--- config.mk ---
export PLATFORM = sky130hd
export DESIGN_NAME = uart_tx_fifo
export DESIGN_NICKNAME = d
export VERILOG_FILES = /design/src/rtl/uart_pkg.sv /design/src/rtl/uart_fifo_mem.sv /design/src/rtl/uart_tx_fifo.sv
export SDC_FILE = /design/constraint.sdc
export NUM_CORES = 1
export LEC_CHECK = 0
export ABC_AREA = 1
export BUFFER_PORTS_ARGS = -buffer_cell sky130_fd_sc_hd__buf_2
export CAP_MARGIN = 20
export CELL_PAD_IN_SITES_DETAIL_PLACEMENT = 0
export CELL_PAD_IN_SITES_GLOBAL_PLACEMENT = 1
export CORE_ASPECT_RATIO = 0.8
export CORE_MARGIN = 10
export CORE_UTILIZATION = 23
export CTS_BUF_LIST = sky130_fd_sc_hd__clkbuf_16
export CTS_CLUSTER_SIZE = 8
export DETAILED_ROUTE_END_ITERATION = 10
export PLACE_DENSITY_LB_ADDON = 0.05
export SLEW_MARGIN = 10
export SYNTH_ARGS = -nofsm -noshare
export SYNTH_HDL_FRONTEND = slang
export SYNTH_SLANG_ARGS = --single-unit
export TNS_END_PERCENT = 50
--- constraint.sdc ---
create_clock -name i_clk -period 4.85 [get_ports i_clk]
set_clock_uncertainty 0.1 [all_clocks]
set_input_delay 0.485 -clock i_clk [delete_from_list [all_inputs] [get_ports i_clk]]
set_output_delay 0.485 -clock i_clk [all_outputs]
set_load 0.02 [all_outputs]
--- src/rtl/uart_pkg.sv ---
// Shared UART constants used by the CSR block, the TX FIFO and the transmitter.
// No logic, so no latency.
// No handshakes, so no backpressure.
package uart_pkg;

    // Width of one UART character as carried between CSR, FIFO and transmitter.
    localparam int UART_DATA_W = 8;

    // Default transmit buffer geometry.
    localparam int UART_TX_FIFO_DEPTH  = 16;
    localparam int UART_TX_FIFO_LOW_WM = 4;

endpackage : uart_pkg

--- src/rtl/uart_fifo_mem.sv ---
// DEPTH x DATA_W register array: synchronous write port, asynchronous read port.
// Latency: a write lands at the clock edge; the read data follows i_rd_addr combinationally.
// Backpressure: none. The caller only asserts i_wr_en for accepted writes.
//
// Ports:
//   i_clk                      write clock
//   i_wr_en, i_wr_addr, i_wr_data   write port
//   i_rd_addr, o_rd_data            asynchronous read port
module uart_fifo_mem #(
    parameter int DATA_W = 8,
    parameter int DEPTH  = 16,
    parameter int AW     = $clog2(DEPTH)
) (
    input  logic              i_clk,
    input  logic              i_wr_en,
    input  logic [AW-1:0]     i_wr_addr,
    input  logic [DATA_W-1:0] i_wr_data,
    input  logic [AW-1:0]     i_rd_addr,
    output logic [DATA_W-1:0] o_rd_data
);

    // Contents are not reset; the FIFO's valid flag says whether the head means anything.
    logic [DATA_W-1:0] mem [DEPTH];

    always_ff @(posedge i_clk) begin
        if (i_wr_en) begin
            mem[i_wr_addr] <= i_wr_data;
        end
    end

    assign o_rd_data = mem[i_rd_addr];

endmodule : uart_fifo_mem

--- src/rtl/uart_tx_fifo.sv ---
// UART transmit buffer: CSR byte writes in, first-word fall-through valid/ready out, plus status.
// Latency: a byte written at edge N is presented on o_tx_valid/o_tx_data right after edge N.
// Backpressure: the head is held until i_tx_ready; writes while full are dropped and set o_ovf.
//
// Ports:
//   i_clk, i_rst_n                       clock, async active-low reset
//   i_wr_en, i_wr_data, o_full           CSR write side
//   i_flush, i_ovf_clr                   synchronous clear of contents, clear of sticky overflow
//   o_tx_valid, o_tx_data, i_tx_ready    transmitter handshake
//   o_level, o_empty, o_ovf, o_low_wm, o_drained   status register bits
module uart_tx_fifo
    import uart_pkg::*;
#(
    parameter  int DATA_W = UART_DATA_W,
    parameter  int DEPTH  = UART_TX_FIFO_DEPTH,
    parameter  int LOW_WM = UART_TX_FIFO_LOW_WM,
    localparam int AW     = $clog2(DEPTH)
) (
    input  logic              i_clk,
    input  logic              i_rst_n,
    input  logic              i_wr_en,
    input  logic [DATA_W-1:0] i_wr_data,
    output logic              o_full,
    input  logic              i_flush,
    input  logic              i_ovf_clr,
    output logic              o_tx_valid,
    output logic [DATA_W-1:0] o_tx_data,
    input  logic              i_tx_ready,
    output logic [AW:0]       o_level,
    output logic              o_empty,
    output logic              o_ovf,
    output logic              o_low_wm,
    output logic              o_drained
);

    logic [AW-1:0] wr_ptr_q;
    logic [AW-1:0] rd_ptr_q;
    logic [AW:0]   level_q;
    logic          ovf_q;
    logic          drained_q;

    logic          wr_acc;
    logic          rd_acc;
    logic          wr_over;

    // Flags come straight from the registered level so they never glitch with inputs.
    assign o_empty    = (level_q == '0);
    assign o_full     = (level_q == (AW+1)'(DEPTH));
    assign o_low_wm   = (level_q <= (AW+1)'(LOW_WM));
    assign o_tx_valid = !o_empty;
    assign o_level    = level_q;
    assign o_ovf      = ovf_q;
    assign o_drained  = drained_q;

    // Fullness is judged on the registered level, so a same-cycle read never
    // makes room for a write. Flush discards both sides of the cycle.
    assign wr_acc  = i_wr_en && !o_full && !i_flush;
    assign rd_acc  = o_tx_valid && i_tx_ready && !i_flush;
    assign wr_over = i_wr_en && o_full;

    uart_fifo_mem #(
        .DATA_W (DATA_W),
        .DEPTH  (DEPTH),
        .AW     (AW)
    ) u_mem (
        .i_clk     (i_clk),
        .i_wr_en   (wr_acc),
        .i_wr_addr (wr_ptr_q),
        .i_wr_data (i_wr_data),
        .i_rd_addr (rd_ptr_q),
        .o_rd_data (o_tx_data)
    );

    // Pointers wrap naturally because DEPTH is a power of two.
    always_ff @(posedge i_clk or negedge i_rst_n) begin
        if (!i_rst_n) begin
            wr_ptr_q <= '0;
            rd_ptr_q <= '0;
            level_q  <= '0;
        end else if (i_flush) begin
            wr_ptr_q <= '0;
            rd_ptr_q <= '0;
            level_q  <= '0;
        end else begin
            if (wr_acc) begin
                wr_ptr_q <= wr_ptr_q + AW'(1);
            end
            if (rd_acc) begin
                rd_ptr_q <= rd_ptr_q + AW'(1);
            end
            if (wr_acc && !rd_acc) begin
                level_q <= level_q + (AW+1)'(1);
            end else if (rd_acc && !wr_acc) begin
                level_q <= level_q - (AW+1)'(1);
            end
        end
    end

    // Sticky overflow: a fresh overflow beats a same-cycle clear. Flush leaves it alone.
    always_ff @(posedge i_clk or negedge i_rst_n) begin
        if (!i_rst_n) begin
            ovf_q <= 1'b0;
        end else if (wr_over) begin
            ovf_q <= 1'b1;
        end else if (i_ovf_clr) begin
            ovf_q <= 1'b0;
        end
    end

    // Pulse only when the last byte leaves through the transmitter. A write that
    // refills the slot in the same cycle keeps the level at 1, so no pulse.
    always_ff @(posedge i_clk or negedge i_rst_n) begin
        if (!i_rst_n) begin
            drained_q <= 1'b0;
        end else begin
            drained_q <= rd_acc && !wr_acc && (level_q == (AW+1)'(1));
        end
    end

endmodule : uart_tx_fifo

# Yosys cells after proc, flatten, opt, wreduce, memory -nomap -nowiden
# Memory sizes are Yosys's and may differ from the RTL's.
# Cells that the tools add are included.
[totals] ff_bits=15 ramBits=128 inputBits=14 output_inout_bits=19 elab_cells=42 memories=1
[memory_table] memory="u_mem.mem" depth=16 width=8 rd=1 rd_ports_with_merged_regs=0 write_ports=1 line="uart_fifo_mem.sv:23" rtl="logic [DATA_W-1:0] mem [DEPTH];"
[classes] addsub=4 n_lt_le_gt_ge=1 eq_ne=2 n_mux=11 reduce_logical=18
[ops] op="$mux 4" n=4
[ops] op="$mux 5" n=3
[ops] op="$add 4x1->4 const B" n=2
[ops] op="$logic_and 1x1->1" n=8
[ops] op="$reduce_bool 2->1" n=3
[ops] op="$add 5x1->5 const B" n=1
[ops] op="$eq 5x1->1 const B" n=1
[ops] op="$eq 5x5->1 const B" n=1
[ops] op="$le 5x3->1 const B" n=1
[ops] op="$logic_not 1->1" n=5
[ops] op="$logic_not 5->1" n=1
[ops] op="$sub 5x1->5 const B" n=1
[ops] op="$mux 1" n=4
[ops] op="$reduce_bool 3->1" n=1

# Logic depth before layout (Yosys ltp)
[logic_depth] ltp_word=9 ltp_mapped=12 ltp_nobuf=12

# Modules after synthesis
# Synthesis repeated with hierarchy kept, for this count alone.
[hier_totals] cells_unflattened=665 area_unflattened_um2=6651.4
[modules_own_cells] module="uart_fifo_mem" instances=1 cells_each=543 area_per_inst_um2=5606.6 seq_area_each_um2=3843.7
[modules_own_cells] module="uart_tx_fifo" instances=1 cells_each=122 area_per_inst_um2=1044.8 seq_area_each_um2=375.4

# Worst setup path after synthesis
# OpenSTA, ideal clock, no wires.
[synth_path] path_type="flip-flop to flip-flop" from="register level_q[0], in the netlist o_level[0]" to="memory u_mem.mem[11][0], enable pin" setup_time_ns=0.383 arrival_ns=1.925 t_required_ns=4.367 setup_slack_ns=2.441 stages_incl_launch_ff=9 n_path_buf=1 synth_period_minus_slack_ns=2.409 path_cell_list="dfrtp_1 -> inv_1 -> ha_1 -> inv_1 -> nor2_4 -> nand2_2 -> nand3_4 -> buf_6 -> nor3_1"
[synth_between] elab_chain_cells=6
[synth_lines] element="from (decl)" line="uart_tx_fifo.sv:38" rtl="logic [AW:0] level_q;"
[synth_lines] element="from (signal assigned)" line="uart_tx_fifo.sv:92" rtl="level_q <= level_q + (AW+1)'(1);"
[synth_lines] element="from (signal assigned)" line="uart_tx_fifo.sv:94" rtl="level_q <= level_q - (AW+1)'(1);"
[synth_lines] element="$eq 5x5->1" line="uart_tx_fifo.sv:48" rtl="assign o_full = (level_q == (AW+1)'(DEPTH));"
[synth_lines] element="$logic_not 1->1" line="uart_tx_fifo.sv:57" rtl="assign wr_acc = i_wr_en && !o_full && !i_flush;"
[synth_lines] element="$logic_and 1x1->1 (2 in series)" line="uart_tx_fifo.sv:57"
[synth_lines] element="$mux 1" line="uart_fifo_mem.sv:26" rtl="if (i_wr_en) begin"
[synth_lines] element="$mux 1 (not written as such)" line="uart_fifo_mem.sv:27" rtl="mem[i_wr_addr] <= i_wr_data;"
[synth_lines] element="to (decl)" line="uart_fifo_mem.sv:23"
# No other way between the ends.

# Worst setup path in the final report
[layout_path] from="register rd_ptr_q[1]" to="output port o_tx_data[7]"
[layout_between] elab_chain_cells=1
[layout_lines] element="from (decl)" line="uart_tx_fifo.sv:37" rtl="logic [AW-1:0] rd_ptr_q;"
[layout_lines] element="from (signal assigned)" line="uart_tx_fifo.sv:89" rtl="rd_ptr_q <= rd_ptr_q + AW'(1);"
[layout_lines] element="$mem_v2 16x8"
[layout_lines] element="to (decl)" line="uart_tx_fifo.sv:27" rtl="output logic [DATA_W-1:0] o_tx_data,"
# No other way between the ends.

==> summary.md <==
| Metric | Value |
|---|---|
| Slew headroom | 36.0% |
| Number of buffers created by CTS | 17 |
| Crit path buf inv count | 2 |
| Met2 Resource Use GR | 16.8% |
| Share of total power in the clock network | 35.4% |
| Ranking of synthesized cells by area | sky130_fd_sc_hd__edfxtp_1 61%, sky130_fd_sc_hd__dfrtp_1 6.0%, sky130_fd_sc_hd__nor2_1 5.9%, sky130_fd_sc_hd__o21ai_0 4.2%, sky130_fd_sc_hd__o211ai_1 3.8% |
| Signed area change from the synthesized netlist to the final layout | 18.0% |
| Ratio of final minimum period to clock period | 66.2% |
| Global-route track usage on met3 | 2.43% |
| Overall power of the completed layout | 3.66 mW |
| Mapped Area | 6250 sq um |
| Synthesized net count | 551 |
| Highest net fanout along the worst path | 43 |
| Maximum number of pins on one net before global-route repair | 73 |
| Total setup buffers inserted after CTS | 0 |
| Pwr dens | 495 nW/um^2 |
| Vias in the first global route | 4,298 |
| Final ANT Viol Nets | 0 |
| DRC violation count after routing | 0 |
| Worst setup path category | register to output pin |
| Clock insertion delay at the later pin of the skew report | 430 ps |
| Layout Nets | 584 |
| Crit path capture type | output pin |
| Max-slew violation total from the final report | 0 |
| Wire length of the first global-routing pass | 28.7 mm |
| WP data arrival | 2630 ps |
| First-pass iteration count of the detailed router | 4 |
| Combinational share of power | 24.6% |
| Pre-CTS setup slack | 1970 ps |
| PortBufs | 32 |
| Largest area contributor in the netlist | sky130_fd_sc_hd__edfxtp_1 |
| Most common cell in the synthesized netlist | sky130_fd_sc_hd__edfxtp_1 |
| Initial core utilization | 23.6% |
| Initial DRC Count | 227 |
| Non-filler cells in the finished layout | 931 |
| Per-cell via count in the routed design | 4.43 |
| Sink count of the clock tree | 143 |
| Transition time at the pin with the least slew margin | 957 ps |
| Final worst setup slack | 1640 ps |
| Met1 Track Usage GR | 16.2% |
| Core utilization of the finished layout | 27.8% |
| Area of all sequential standard cells | 4220 sq um |
| Min Clock Period, post-route | 3210 ps |
| Kind of start point of the critical path | register |
| Switching power as a share of total power | 34.1% |
| Max IR drop VDD | 232 uV |
| Final routed wirelength across all metal layers | 18.9 mm |
| CTS-repair resized insts | 0 |
| Cell row count | 53 |
| Crit path required time | 4260 ps |
| Sum of net half-perimeters after detailed placement | 12.2 mm |
| Portion of the post-synthesis area used by sequential elements | 67.5% |
| Synth unique cells | 32 |
| Vert. Die Dim | 168 um |
| Max Clk Rate | 311 MHz |
| Antenna violations before repair | 0 |
| Number of cells produced by synthesis | 528 |
| Synthesized flop and latch total | 143 |
| Internal power contribution | 2.41 mW |
| Number of buffers between clock root and the deepest sink | 2 |
| Core outline area | 26,500 sq um |
| Gate family responsible for the most delay along the worst path | flip-flops |
| Synthesized area divided by synthesized cell count | 11.8 sq um |
| Unrepaired setup endpoints after global routing | no |
| Syn. warnings | 0 |
| Outcome | complete, no violations |
| Cell with the largest stage delay on the worst path | sky130_fd_sc_hd__dfrtp_2 |
| Static leakage | 2.55 nW |
| Top cell types by occurrence after synthesis | 128 x sky130_fd_sc_hd__edfxtp_1, 98 x sky130_fd_sc_hd__nor2_1, 53 x sky130_fd_sc_hd__o21ai_0, 38 x sky130_fd_sc_hd__nand2_1, 32 x sky130_fd_sc_hd__o211ai_1 |
| Fraction of registers with async set/reset | 10.5% |
| Number of H-tree levels | 4 |
| Class of the tightest hold or removal check | input pin to register |
| Horiz. Die Dim | 204 um |
| Final sum of negative setup slack | 0 ps |
| Die footprint | 34,200 sq um |
| Routed wirelength normalized by instance count | 20.3 um |
| TritonCTS clock tree | built |
| Footprint of the multi-input gates | 1750 sq um |
| Cells along the critical path | inv_2 > nor2_1 > o21ai_1 > o211ai_1 > nand3_1 > nand2_1 > buf_2 |
| Filler cells | 2,788 |
| Post-synth top area share | 61.5% |
| Final weighted congestion of routability-driven global placement | 0.740 |
| Total global routing overflow | 0 |
| Overall via count from detail_route | 4,120 |
| NetSw | 1.24 mW |
| Cell at the root of the clock tree | sky130_fd_sc_hd__clkbuf_16 |
| Hold-fix buffers, CTS | 1 |
| Sequential fraction of design power | 40.0% |
| Ratio of cells with drive above 1 in the final layout | 18.5% |
| Worst stage delay on the critical path | 960 ps |
| Number of synthesized flops with an enable pin | 128 |
| Leading register cell type out of synthesis | sky130_fd_sc_hd__edfxtp_1 |
| Maximum Capacitance Violations | 0 |
| Final hold viol count | 0 |
| Inst Count DP | 897 |
| I/O pin count | 33 |
| # setup viols final | 0 |
| Clock transition time at the flip-flop clock pins of the worst setup and hold paths | 70 ps |
| GRT busiest layer | met2 |
| Combined global-route utilization of all metal layers | 11.3% |
==> logic make-up (layout without fill, tap and decap cells) <==
family	count (synthesis)	in the layout	synth area share (%)
xor gates and xnor gates	6	6	0.840
buffers and inverters	63	108	5.00
other	0	1	0
AOI/OAI and AO/OA	120	120	11.3
and+or+nand+nor	187	187	13.6
DFF	143	143	67.5
adders and majority gates	9	9	1.80
==> worst reg2reg max path: stages, from the launching register on <==
cell and delay (ps):
sky130_fd_sc_hd__dfrtp_1 420, sky130_fd_sc_hd__inv_1 130, sky130_fd_sc_hd__ha_1 260, sky130_fd_sc_hd__inv_1 110
sky130_fd_sc_hd__nor2_4 50, sky130_fd_sc_hd__nand2_2 110, sky130_fd_sc_hd__nand3_4 190, sky130_fd_sc_hd__inv_2 120
sky130_fd_sc_hd__nand2_1 130, sky130_fd_sc_hd__nor2_1 750
==> power groups by stage <==
| stage | logic (mW) | clock network [mW] | registers (mW) |
|---|---|---|---|
| after floorplan | 0.659 | 0 | 1.45 |
| after global placement | 0.936 | 0 | 1.49 |
| after detailed placement | 0.922 | 0 | 1.49 |
| after CTS | 0.927 | 1.33 | 1.47 |
| after global routing | 1.02 | 1.38 | 1.47 |
| final | 0.898 | 1.29 | 1.46 |
==> final cells by class <==
type | instances | share of cell area (%)
Sequential cell | 143 | 57.2
Tap cell | 357 | 6.05
Timing Repair Buffer | 43 | 3.32
Antenna cell | 1 | 0.0339
Multi-Input combinational cell | 322 | 23.7
Inverter | 34 | 1.95
Clock inverter | 14 | 1.93
Clock buffer | 17 | 5.76
==> layer usage <==
metal,part of all wire [%],wire length [um],vias up
li1,-,-,1933
met1,51,9690,2096
met2,44,8240,80
met3,3.9,745,11
met4,1.1,209,0
met5,0,0,-
==> flip-flops by register name, indices dropped and copies added, names as in the netlist <==
name,cells
o_drained,1
o_level,5
o_ovf,1
rd_ptr_q,4
u_mem.mem,128
wr_ptr_q,4
==> cells in the final DEF (no fill, tap or decap), drive strengths merged <==
master	instances
a21boi	1
a21oi	9
buf	42
bufinv	3
clkbuf	17
clkinv	8
clkinvlp	2
dfrtp	15
diode	1
dlygate4sd3	1
edfxtp	128
ha	9
inv	35
nand2	47
nand3	27
nor2	103
nor3	10
o211ai	32
o21a	2
o21ai	75
o22ai	1
xnor2	2
xor2	4
==> per-stage QoR <==
step                hold slack (ps)  instance area, sq um
finish                          145                  7380
global route                    154                  7380
CTS                             134                  7370
detailed placement              347                  6790
global placement                331                  6730
floorplan                      89.4                  6250
==> worst paths after layout <==
path	end	depth (start not counted)	from	slack (ps)
max	o_tx_data[7]	7	rd_ptr_q[1]	1640
min	o_ovf	2	i_ovf_clr	150
max reg2reg	u_mem.mem[12][6]	9	o_level[0]	2090
min reg2reg	o_ovf	2	o_ovf	440
max in group asynchronous	rd_ptr_q[1]	2	i_rst_n	3900
min in group asynchronous	o_ovf	2	i_rst_n	410
Power figures use the tool's default switching activity.
